===== config.mk =====
export PLATFORM = sky130hd
export DESIGN_NAME = my_74ls161_flat
export DESIGN_NICKNAME = d
export VERILOG_FILES = /design/src/rtl/my_74ls161_if.sv /design/src/rtl/my_74ls161.sv /design/src/flat_wrapper.sv
export SDC_FILE = /design/constraint.sdc
export NUM_CORES = 1
export LEC_CHECK = 0
export CAP_MARGIN = 20
export CORE_AREA = 2 2 39 41
export CTS_BUF_LIST = sky130_fd_sc_hd__clkbuf_16
export CTS_CLUSTER_SIZE = 20
export DETAILED_ROUTE_END_ITERATION = 16
export DIE_AREA = 0 0 41 43
export GPL_TIMING_DRIVEN = 0
export HOLD_SLACK_MARGIN = 0.02
export REMOVE_ABC_BUFFERS = 1
export SLEW_MARGIN = 10
export SYNTH_ARGS = -nofsm -noshare
export SYNTH_HDL_FRONTEND = slang
export SYNTH_SLANG_ARGS = --single-unit

===== constraint.sdc =====
create_clock -name CP -period 3.08 [get_ports CP]
set_clock_uncertainty 0.1 [all_clocks]
set_input_delay 0.308 -clock CP [delete_from_list [all_inputs] [get_ports CP]]
set_output_delay 0.308 -clock CP [all_outputs]
set_load 0.05 [all_outputs]

===== src/rtl/my_74ls161_if.sv =====
// Data/control bundle for the my_74ls161 4-bit counter.
//   LD   : parallel load, active-low, synchronous
//   CTP  : count enable P, active-high
//   CTT  : count enable T, active-high; also gates Co
//   D    : parallel load data, D[0] is the LSB
//   Co   : ripple carry out, combinational
//   Q    : counter state, Q[0] is the LSB
// master drives the controls and data; slave is the counter.
interface my_74ls161_if;
  logic       LD;
  logic       CTP;
  logic       CTT;
  logic [3:0] D;
  logic       Co;
  logic [3:0] Q;

  modport master (
    output LD, CTP, CTT, D,
    input  Co, Q
  );

  modport slave (
    input  LD, CTP, CTT, D,
    output Co, Q
  );
endinterface


===== src/rtl/my_74ls161.sv =====
// 4-bit synchronous binary counter modelled on the 74LS161, with an
// active-high asynchronous clear.
//   CP  : clock, all synchronous actions on the rising edge
//   CR  : asynchronous clear, active-high, forces Q to 0
//   bus : my_74ls161_if slave (LD, CTP, CTT, D in; Co, Q out)
// Priority: CR > load > count > hold. Co = CTT & (Q == 15) and is
// independent of CTP and LD, so it can feed the next stage's CTT.
module my_74ls161 (
  input logic         CP,
  input logic         CR,
  my_74ls161_if.slave bus
);

  logic [3:0] count;

  always_ff @(posedge CP or posedge CR) begin
    if (CR) begin
      count <= '0;
    end else if (!bus.LD) begin
      count <= bus.D;
    end else if (bus.CTP && bus.CTT) begin
      count <= count + 4'd1;
    end
  end

  assign bus.Q  = count;
  // Q is held at 0 during clear, so Co is low then without extra gating.
  assign bus.Co = bus.CTT & (count == 4'hF);

endmodule


===== src/flat_wrapper.sv =====
// flat-port wrapper written by rule: the top's interface ports become plain ports
module my_74ls161_flat 
  (CP, CR, bus_LD, bus_CTP, bus_CTT, bus_D, bus_Co, bus_Q);
  my_74ls161_if bus_i ();
  input logic CP;
  input logic CR;
  input wire logic [$bits(bus_i.LD)-1:0] bus_LD;
  input wire logic [$bits(bus_i.CTP)-1:0] bus_CTP;
  input wire logic [$bits(bus_i.CTT)-1:0] bus_CTT;
  input wire logic [$bits(bus_i.D)-1:0] bus_D;
  output wire logic [$bits(bus_i.Co)-1:0] bus_Co;
  output wire logic [$bits(bus_i.Q)-1:0] bus_Q;
  assign bus_i.LD = bus_LD;
  assign bus_i.CTP = bus_CTP;
  assign bus_i.CTT = bus_CTT;
  assign bus_i.D = bus_D;
  assign bus_Co = bus_i.Co;
  assign bus_Q = bus_i.Q;
  my_74ls161 u_core (.CP(CP), .CR(CR), .bus(bus_i));
endmodule

* After elaboration in Yosys (flattened, before gate mapping)
Cells that the tools add are included.
Widths: inputs -> output; s select.
** Cells by class
- Add/sub/neg operators :: 1
- Multiply operators :: 0
- Divide/modulo/power cells :: 0
- $lt $le $gt $ge :: 0
- Equal/unequal tests :: 2
- Shifts and indexed selects :: 0
- Multiplexer cells :: 2
- Bitwise operators :: 1
- Reduce and logical (&&, ||, !) cells :: 1
** Operator list (number)
- $mux 4 :: 2
- $add 4x1->4 const B :: 1
- $eq 4x4->1 const B :: 1
- $ne 2x1->1 const B :: 1
- $and 1x1->1 :: 1
- $logic_and 1x1->1 :: 1
** Storage, ports and cells
- Bits in registers :: 4
- Bits in latches :: 0
- RAM bits :: 0
- ROM bits :: 0
- Bits of input ports :: 9
- Output and inout bits :: 5
- Word-level logic and storage cells :: 8
- Memories :: 0

* Longest topological paths before layout
Gate-level depths: netlist of the first run.
- Word-level depth :: 3
- Mapped depth :: 4
- Mapped depth without buffers :: 4

* Worst setup path after synthesis of the first run
No wires, ideal clock.
- Path type :: register to output
- From :: reg u_core.count[0] (netlist: u_core.bus.Q[0])
- To :: out bus_Co
- Arrival time :: 1.285 ns
- Data required time :: 2.672 ns
- Path slack :: 1.387 ns
- Stages on the path, launching flop included :: 3
- Path through :: dfrtp_1 > ha_1 > and4_2
** On the way
- Word-level cells in the longest chain between the ends :: 2
** Ends and longest elaborated chain
- from (decl) :: RTL line my_74ls161.sv:14 : logic [3:0] count;
- from (signal assigned) :: RTL line my_74ls161.sv:20 : count <= bus.D;
- from (signal assigned) :: RTL line my_74ls161.sv:22 : count <= count + 4'd1;
- $eq 4x4->1 :: RTL line my_74ls161.sv:28 : assign bus.Co = bus.CTT & (count == 4'hF);
- $and 1x1->1 :: RTL line my_74ls161.sv:28
- to (decl) :: RTL line flat_wrapper.sv:11 : output wire logic [$bits(bus_i.Co)-1:0] bus_Co;
Every way passes these cells.

* Worst setup path in the final report of the first run
- From :: in bus_CTT
- To :: out bus_Co
** On the way
- Word-level cells in the longest chain between the ends :: 1
** Ends and longest elaborated chain
- from (decl) :: RTL line flat_wrapper.sv:9 : input wire logic [$bits(bus_i.CTT)-1:0] bus_CTT;
- $and 1x1->1 :: RTL line my_74ls161.sv:28
Every way passes these cells.

==> results by group, run 1 <==
Run status
  • Status: complete, no violations

Power
  • Pint: 254 uW
  • Clock share of power: 60.4%
  • Combinational power share: 20.2%
  • Sw Share: 25.0%
  • Power Density: 765 mW/mm2
  • Switching power: 84.5 uW
  • Sequential share of power: 19.4%
  • Leak pwr: 0.183 nW
  • VDD IR max: 253 uV

Critical path
  • R2R Setup Slk: 1.89 ns
  • Setup crit end kind: output pin
  • Cell seen most often among critical-path stages: clkdlybuf4s50_1
  • CP required: 2.67 ns
  • WP buf/inv: 2
  • Setup CP Type: input port to output pin
  • Largest stage delay on the critical path: 0.79 ns
  • Critical-path maximum fanout: 3
  • Startpoint Class: input port
  • Worst path cell trace: clkdlybuf4s50_1, and4_2, clkdlybuf4s50_1
  • Arr. time, crit path: 1.84 ns
  • Slowest cell on crit path: clkdlybuf4s50_1
  • CP delay by family, top: buffers and inverters

Yosys
  • Leading area contributor after synthesis: dfrtp_1
  • Mapped cell area: 221 um2
  • Avg Inst Size Synth: 9.23 um2
  • Top-area cell type share of the netlist area: 45.2%
  • Synth Register Bits: 4
  • Yosys warns: 0
  • Count of cell types in the netlist: 14
  • Ranking of synthesized cells by area: dfrtp_1, xor2_1, a21oi_1
  • Mapped Cells: 24
  • Seq/Total Area, Yosys: 45.2%

GRT
  • Vias in the first global route: 181
  • Pin count of the biggest net entering global routing: 9
  • Antenna violations before repair: 0
  • GRT Total Usage: 7.84%
  • Grt total ovfl: 0
  • First-pass GRT wire length: 793 um

Routing
  • Final WL: 529 um
  • DRC viols: 0
  • Final ANT Viol Nets: 0
  • First-pass detailed-route iteration total: 3
  • DR vias: 213
  • WL/cell: 9.62 um
  • DRT iter0 DRCs: 1
  • Vias per cell: 3.87

STA
  • RSZ-0062 raised after global routing: no
  • Final max-slew violation count: 0
  • Highest Clock Rate: 0.445 GHz
  • Slew @ Worst Pin: 0.494 ns
  • Setup TNS: 0 ns
  • Final setup violation count: 0
  • Final WS setup: 0.832 ns
  • Slew HR: 67.0%
  • Tmin final: 2.25 ns
  • Tcrit/Tclk final: 73.0%
  • Fin. Hold Viols: 0

Clock network
  • Clock Sinks: 4
  • H-tree depth: 1
  • Number of buffers created by CTS: 3
  • Longest Clk Path Bufs: 2
  • Post-cts resize count: 0
  • Hold Buf Count CTS: 0
  • Clock Root Buffer: clkbuf_16
  • Worst-path clk slew: 0.03 ns
  • Worst-Skew Late Latency: 0.23 ns
  • TritonCTS clock tree: yes
  • Post-CTS Setup Bufs: 0

Cells and area
  • Ant. Diodes: 0
  • Nets: 51
  • Max reg flops: 4
  • Final Cell Area: 443 um2
  • Util after Layout: 32.0%
  • Share of cells above drive strength 1: 12.8%
  • Area grow syn2layout: 100%

Placement
  • Global placer's final weighted congestion: 0.652
  • Port Buffers: 13
  • Dpl ws: 0.838 ns
  • DP Area: 368 um2
  • Dpl hpwl: 405 um

Floorplanning
  • Height of the die: 43 um
  • Core Footprint: 0.00138 mm2
  • Initial core utilization: 16.0%
  • Chip width: 41 um
  • Top-level I/O count: 14
  • Rows: 14
  • DIE AREA: 0.00176 mm2

Hold path
  • Worst Hold Class: input port to async pin

Run
  • MaxCap Viol Count: 0
worst register-to-register path, delay by kind of cell (launching register included):
family,cells,cell delay [ns]
flip-flops,1,0.41
adder cells (fa/ha/maj),1,0.23
XOR/XNOR,1,0.15
AND/OR/NAND/NOR,1,0.09
AO/OA/AOI/OAI,1,0.08
placed cells by master (no fill, tap or decap), drive strengths merged:
cell type      Yosys  final
nand3              2      2
nand2              1      1
a21oi              3      3
a31oi              1      1
and4               1      1
xor2               2      2
mux2i              1      1
nor2               4      4
clkdlybuf4s50      0     13
clkbuf             1      3
o21ai              1      1
ha                 1      1
or3                1      1
dfrtp              4      4
inv                1      1
per-stage QoR:
step,cells,hold slack [ns],total power [mW]
after floorplan,23,-0.0259,0.105
after global placement,52,0.411,0.134
after detailed placement,52,0.415,0.135
after CTS,55,0.178,0.343
after global routing,55,0.205,0.353
final,55,0.170,0.339
worst paths after layout:
check,startpoint,end,depth (start not counted)
setup reg to reg,u_core.bus.Q[0]$_DFFE_PP0P_,u_core.bus.Q[2]$_DFFE_PP0P_,4
max in group asynchronous,CR,u_core.bus.Q[2]$_DFFE_PP0P_,2
hold reg to reg,u_core.bus.Q[3]$_DFFE_PP0P_,u_core.bus.Q[3]$_DFFE_PP0P_,2
hold / removal,CR,u_core.bus.Q[0]$_DFFE_PP0P_,2
setup / recovery,bus_CTT,bus_Co,3
min in group CP,u_core.bus.Q[3]$_DFFE_PP0P_,u_core.bus.Q[3]$_DFFE_PP0P_,2
cell usage after synthesis, drive strengths merged:
library cell / count
dfrtp: 4
nor2: 4
a21oi: 3
nand3: 2
xor2: 2
a31oi: 1
and4: 1
clkbuf: 1
ha: 1
inv: 1
mux2i: 1
nand2: 1
o21ai: 1
or3: 1
final cells by class:
class,count,area [um2]
Fill cell,150,941
Timing Repair Buffer,13,130
Multi-Input combinational cell,18,114
Sequential cell,4,100
Clock buffer,3,75.1
Tap cell,16,20.0
Inverter,1,3.75
per-layer routing:
layer | vias up | global-route usage, % | part of all wire (%)
met5 | - | 0 | 0
met4 | 0 | 10.0 | 4.0
met3 | 2 | 4.71 | 13
met2 | 13 | 8.44 | 39
met1 | 83 | 8.71 | 44
li1 | 115 | - | -
cells by family (layout without fill, tap and decap cells):
group	count (synthesis)	after routing	synth area share [%]
XOR/XNOR	2	2	7.91
multiplexers	1	1	4.52
adder cells (fa/ha/maj)	1	1	5.65
flip-flops	4	4	45.2
AO/OA/AOI/OAI	5	5	11.9
AND/OR/NAND/NOR	9	9	21.5
buffers and inverters	2	17	3.39
power by group through the flow:
stage / Sequential, mW / Clock [mW] / Combinational [mW]
floorplan: 0.0874 / 0 / 0.0180
global placement: 0.0663 / 0 / 0.0682
finish: 0.0657 / 0.205 / 0.0685
CTS: 0.0660 / 0.208 / 0.0689
detailed placement: 0.0665 / 0 / 0.0687
global route: 0.0668 / 0.214 / 0.0726
Note: power is estimated with default switching activity, not from simulation.
==> run 2: changes to the inputs <==
Clock period 3.08 ns to 2.02 ns, I/O delays scaled along.
==> results by group, run 2 (synthesis gave the netlist of run 1 again) <==
Placement
  • Port Buffers: 13 (unchanged)
  • Dpl ws: -0.00989 ns (was 0.838 ns)
  • Global placer's final weighted congestion: 0.652 (unchanged)
  • DP Area: 368 um2 (unchanged)
  • Dpl hpwl: 405 um (unchanged)

Clock network
  • Longest Clk Path Bufs: 2 (unchanged)
  • Hold Buf Count CTS: 0 (unchanged)
  • TritonCTS clock tree: yes (unchanged)
  • Worst-path clk slew: 0.03 ns (about the same)
  • Worst-Skew Late Latency: 0.23 ns (about the same)
  • Number of buffers created by CTS: 3 (unchanged)
  • Clock Sinks: 4 (unchanged)
  • Clock Root Buffer: clkbuf_16 (unchanged)
  • H-tree depth: 1 (unchanged)
  • Post-CTS Setup Bufs: 0 (unchanged)

Critical path
  • CP delay by family, top: buffers and inverters (unchanged)
  • Arr. time, crit path: 1.54 ns (was 1.84 ns)
  • Startpoint Class: flip-flop (was input port)
  • Setup CP Type: flip-flop to output pin (was input port to output pin)
  • Largest stage delay on the critical path: 0.52 ns (was 0.79 ns)
  • Slowest cell on crit path: dlygate4sd2_1 (was clkdlybuf4s50_1)
  • CP required: 1.72 ns (was 2.67 ns)
  • Worst path cell trace: ha_1, and4_2, dlygate4sd2_1 (was clkdlybuf4s50_1, and4_2, clkdlybuf4s50_1)
  • Setup crit end kind: output pin (unchanged)
  • WP buf/inv: 1 (was 2)
  • Critical-path maximum fanout: 4 (was 3)

STA
  • Setup TNS: 0 ns (unchanged)
  • Final max-slew violation count: 0 (unchanged)
  • Slew HR: 67.0% (unchanged)
  • Final setup violation count: 0 (unchanged)
  • Fin. Hold Viols: 0 (unchanged)
  • Tcrit/Tclk final: 91.2%
  • Highest Clock Rate: 0.543 GHz
  • RSZ-0062 raised after global routing: no (unchanged)
  • Tmin final: 1.84 ns
  • Final WS setup: 0.177 ns (was 0.832 ns)
  • Slew @ Worst Pin: 0.494 ns (unchanged)

Cells and area
  • Area grow syn2layout: 99.4% (was 100%)
  • Ant. Diodes: 0 (unchanged)
  • Nets: 51 (unchanged)
  • Commonest cells after routing, fill and taps aside: clkdlybuf4s50_1, nor2_1, dfrtp_1 (unchanged)
  • Final Cell Area: 442 um2 (was 443 um2)
  • Max reg flops: 4 (unchanged)
  • Most common cell after layout, fill and taps aside: clkdlybuf4s50_1 (unchanged)
  • Share of cells above drive strength 1: 12.8% (unchanged)
  • FILL cells: 149 (was 150)

Routing
  • DRT iter0 DRCs: 1 (unchanged)
  • Vias per cell: 3.87 (unchanged)
  • Final WL: 529 um (unchanged)
  • First-pass detailed-route iteration total: 3 (unchanged)
  • DRC viols: 0 (unchanged)
  • DR vias: 213 (unchanged)
  • Final ANT Viol Nets: 0 (unchanged)
  • WL/cell: 9.62 um (unchanged)

Floorplanning
  • Top-level I/O count: 14 (unchanged)
  • Initial core utilization: 16.0% (unchanged)
  • Core Footprint: 0.00138 mm2 (unchanged)
  • Height of the die: 43 um (unchanged)
  • Rows: 14 (unchanged)
  • Chip width: 41 um (unchanged)
  • DIE AREA: 0.00176 mm2 (unchanged)

GRT
  • Antenna violations before repair: 0 (unchanged)
  • GRT Total Usage: 7.84% (unchanged)
  • Pin count of the biggest net entering global routing: 9 (unchanged)
  • Vias in the first global route: 181 (unchanged)
  • Grt total ovfl: 0 (unchanged)
  • First-pass GRT wire length: 793 um (unchanged)

Run status
  • Status: complete, no violations (unchanged)

Power
  • Power Density: 1170 mW/mm2 (was 765 mW/mm2)
  • Leak pwr: 0.188 nW (was 0.183 nW)
  • VDD IR max: 386 uV (was 253 uV)

Run
  • MaxCap Viol Count: 0 (unchanged)

Hold path
  • Worst Hold Class: input port to async pin (unchanged)
## run 2: repair_timing
item	in CTS	in global routing
endpoints found under the hold margin	0	0
setup endpoints to repair	1	0
gates resized for setup	1	0
## run 2: worst paths after layout
kind                                        startpoint                     endpoint  slack [ns]  depth (start not counted)
setup / recovery           u_core.bus.Q[0]$_DFFE_PP0P_                       bus_Co        0.18                          3
hold / removal                                      CR  u_core.bus.Q[0]$_DFFE_PP0P_        0.06                          2
setup reg to reg           u_core.bus.Q[0]$_DFFE_PP0P_  u_core.bus.Q[2]$_DFFE_PP0P_        0.83                          4
hold reg to reg            u_core.bus.Q[3]$_DFFE_PP0P_  u_core.bus.Q[3]$_DFFE_PP0P_        0.50                          2
max in group asynchronous                           CR  u_core.bus.Q[2]$_DFFE_PP0P_        1.60                          2
min in group CP                               bus_D[1]  u_core.bus.Q[1]$_DFFE_PP0P_        0.43                          3
## run 2: per-layer routing
layer | vias up | wire length, um | GRT usage, %
li1 | 115 | - | -
met1 | 83 | 232 | 8.71
met2 | 13 | 206 | 8.44
met3 | 2 | 69 | 4.71
met4 | 0 | 21 | 10.0
met5 | - | 0 | 0
## run 2: where the power goes
| group | internal (mW) | switching, mW |
|---|---|---|
| clock network | 0.253 | 0.0589 |
| logic | 0.0436 | 0.0600 |
| registers | 0.0902 | 0.0100 |
## run 2: worst reg2reg max path, stage by stage, from the launching register on
cell	delay, ns
dfrtp_1	0.41
ha_1	0.23
nand3_1	0.09
xor2_1	0.15
a21oi_1	0.08
## run 2: stage by stage
step           util, %  hold slack (ns)  total power, mW  cells
3_5_place_dp      26.6            0.309            0.206     52
5_1_grt           31.9           0.0992            0.538     55
3_3_place_gp      26.6            0.305            0.205     52
4_1_cts           31.9           0.0720            0.522     55
2_1_floorplan        -           -0.132            0.161     23
6_report          31.9           0.0637            0.516     55
## run 2: area by class of cell
cell class | count | area [um2] | area share, %
well taps | 16 | 20.0 | 4.53
repair buffers | 13 | 129 | 29.2
inverters | 1 | 3.75 | 0.850
flip-flops and latches | 4 | 100 | 22.7
clock buffers | 3 | 75.1 | 17.0
multi-input cells | 18 | 114 | 25.8
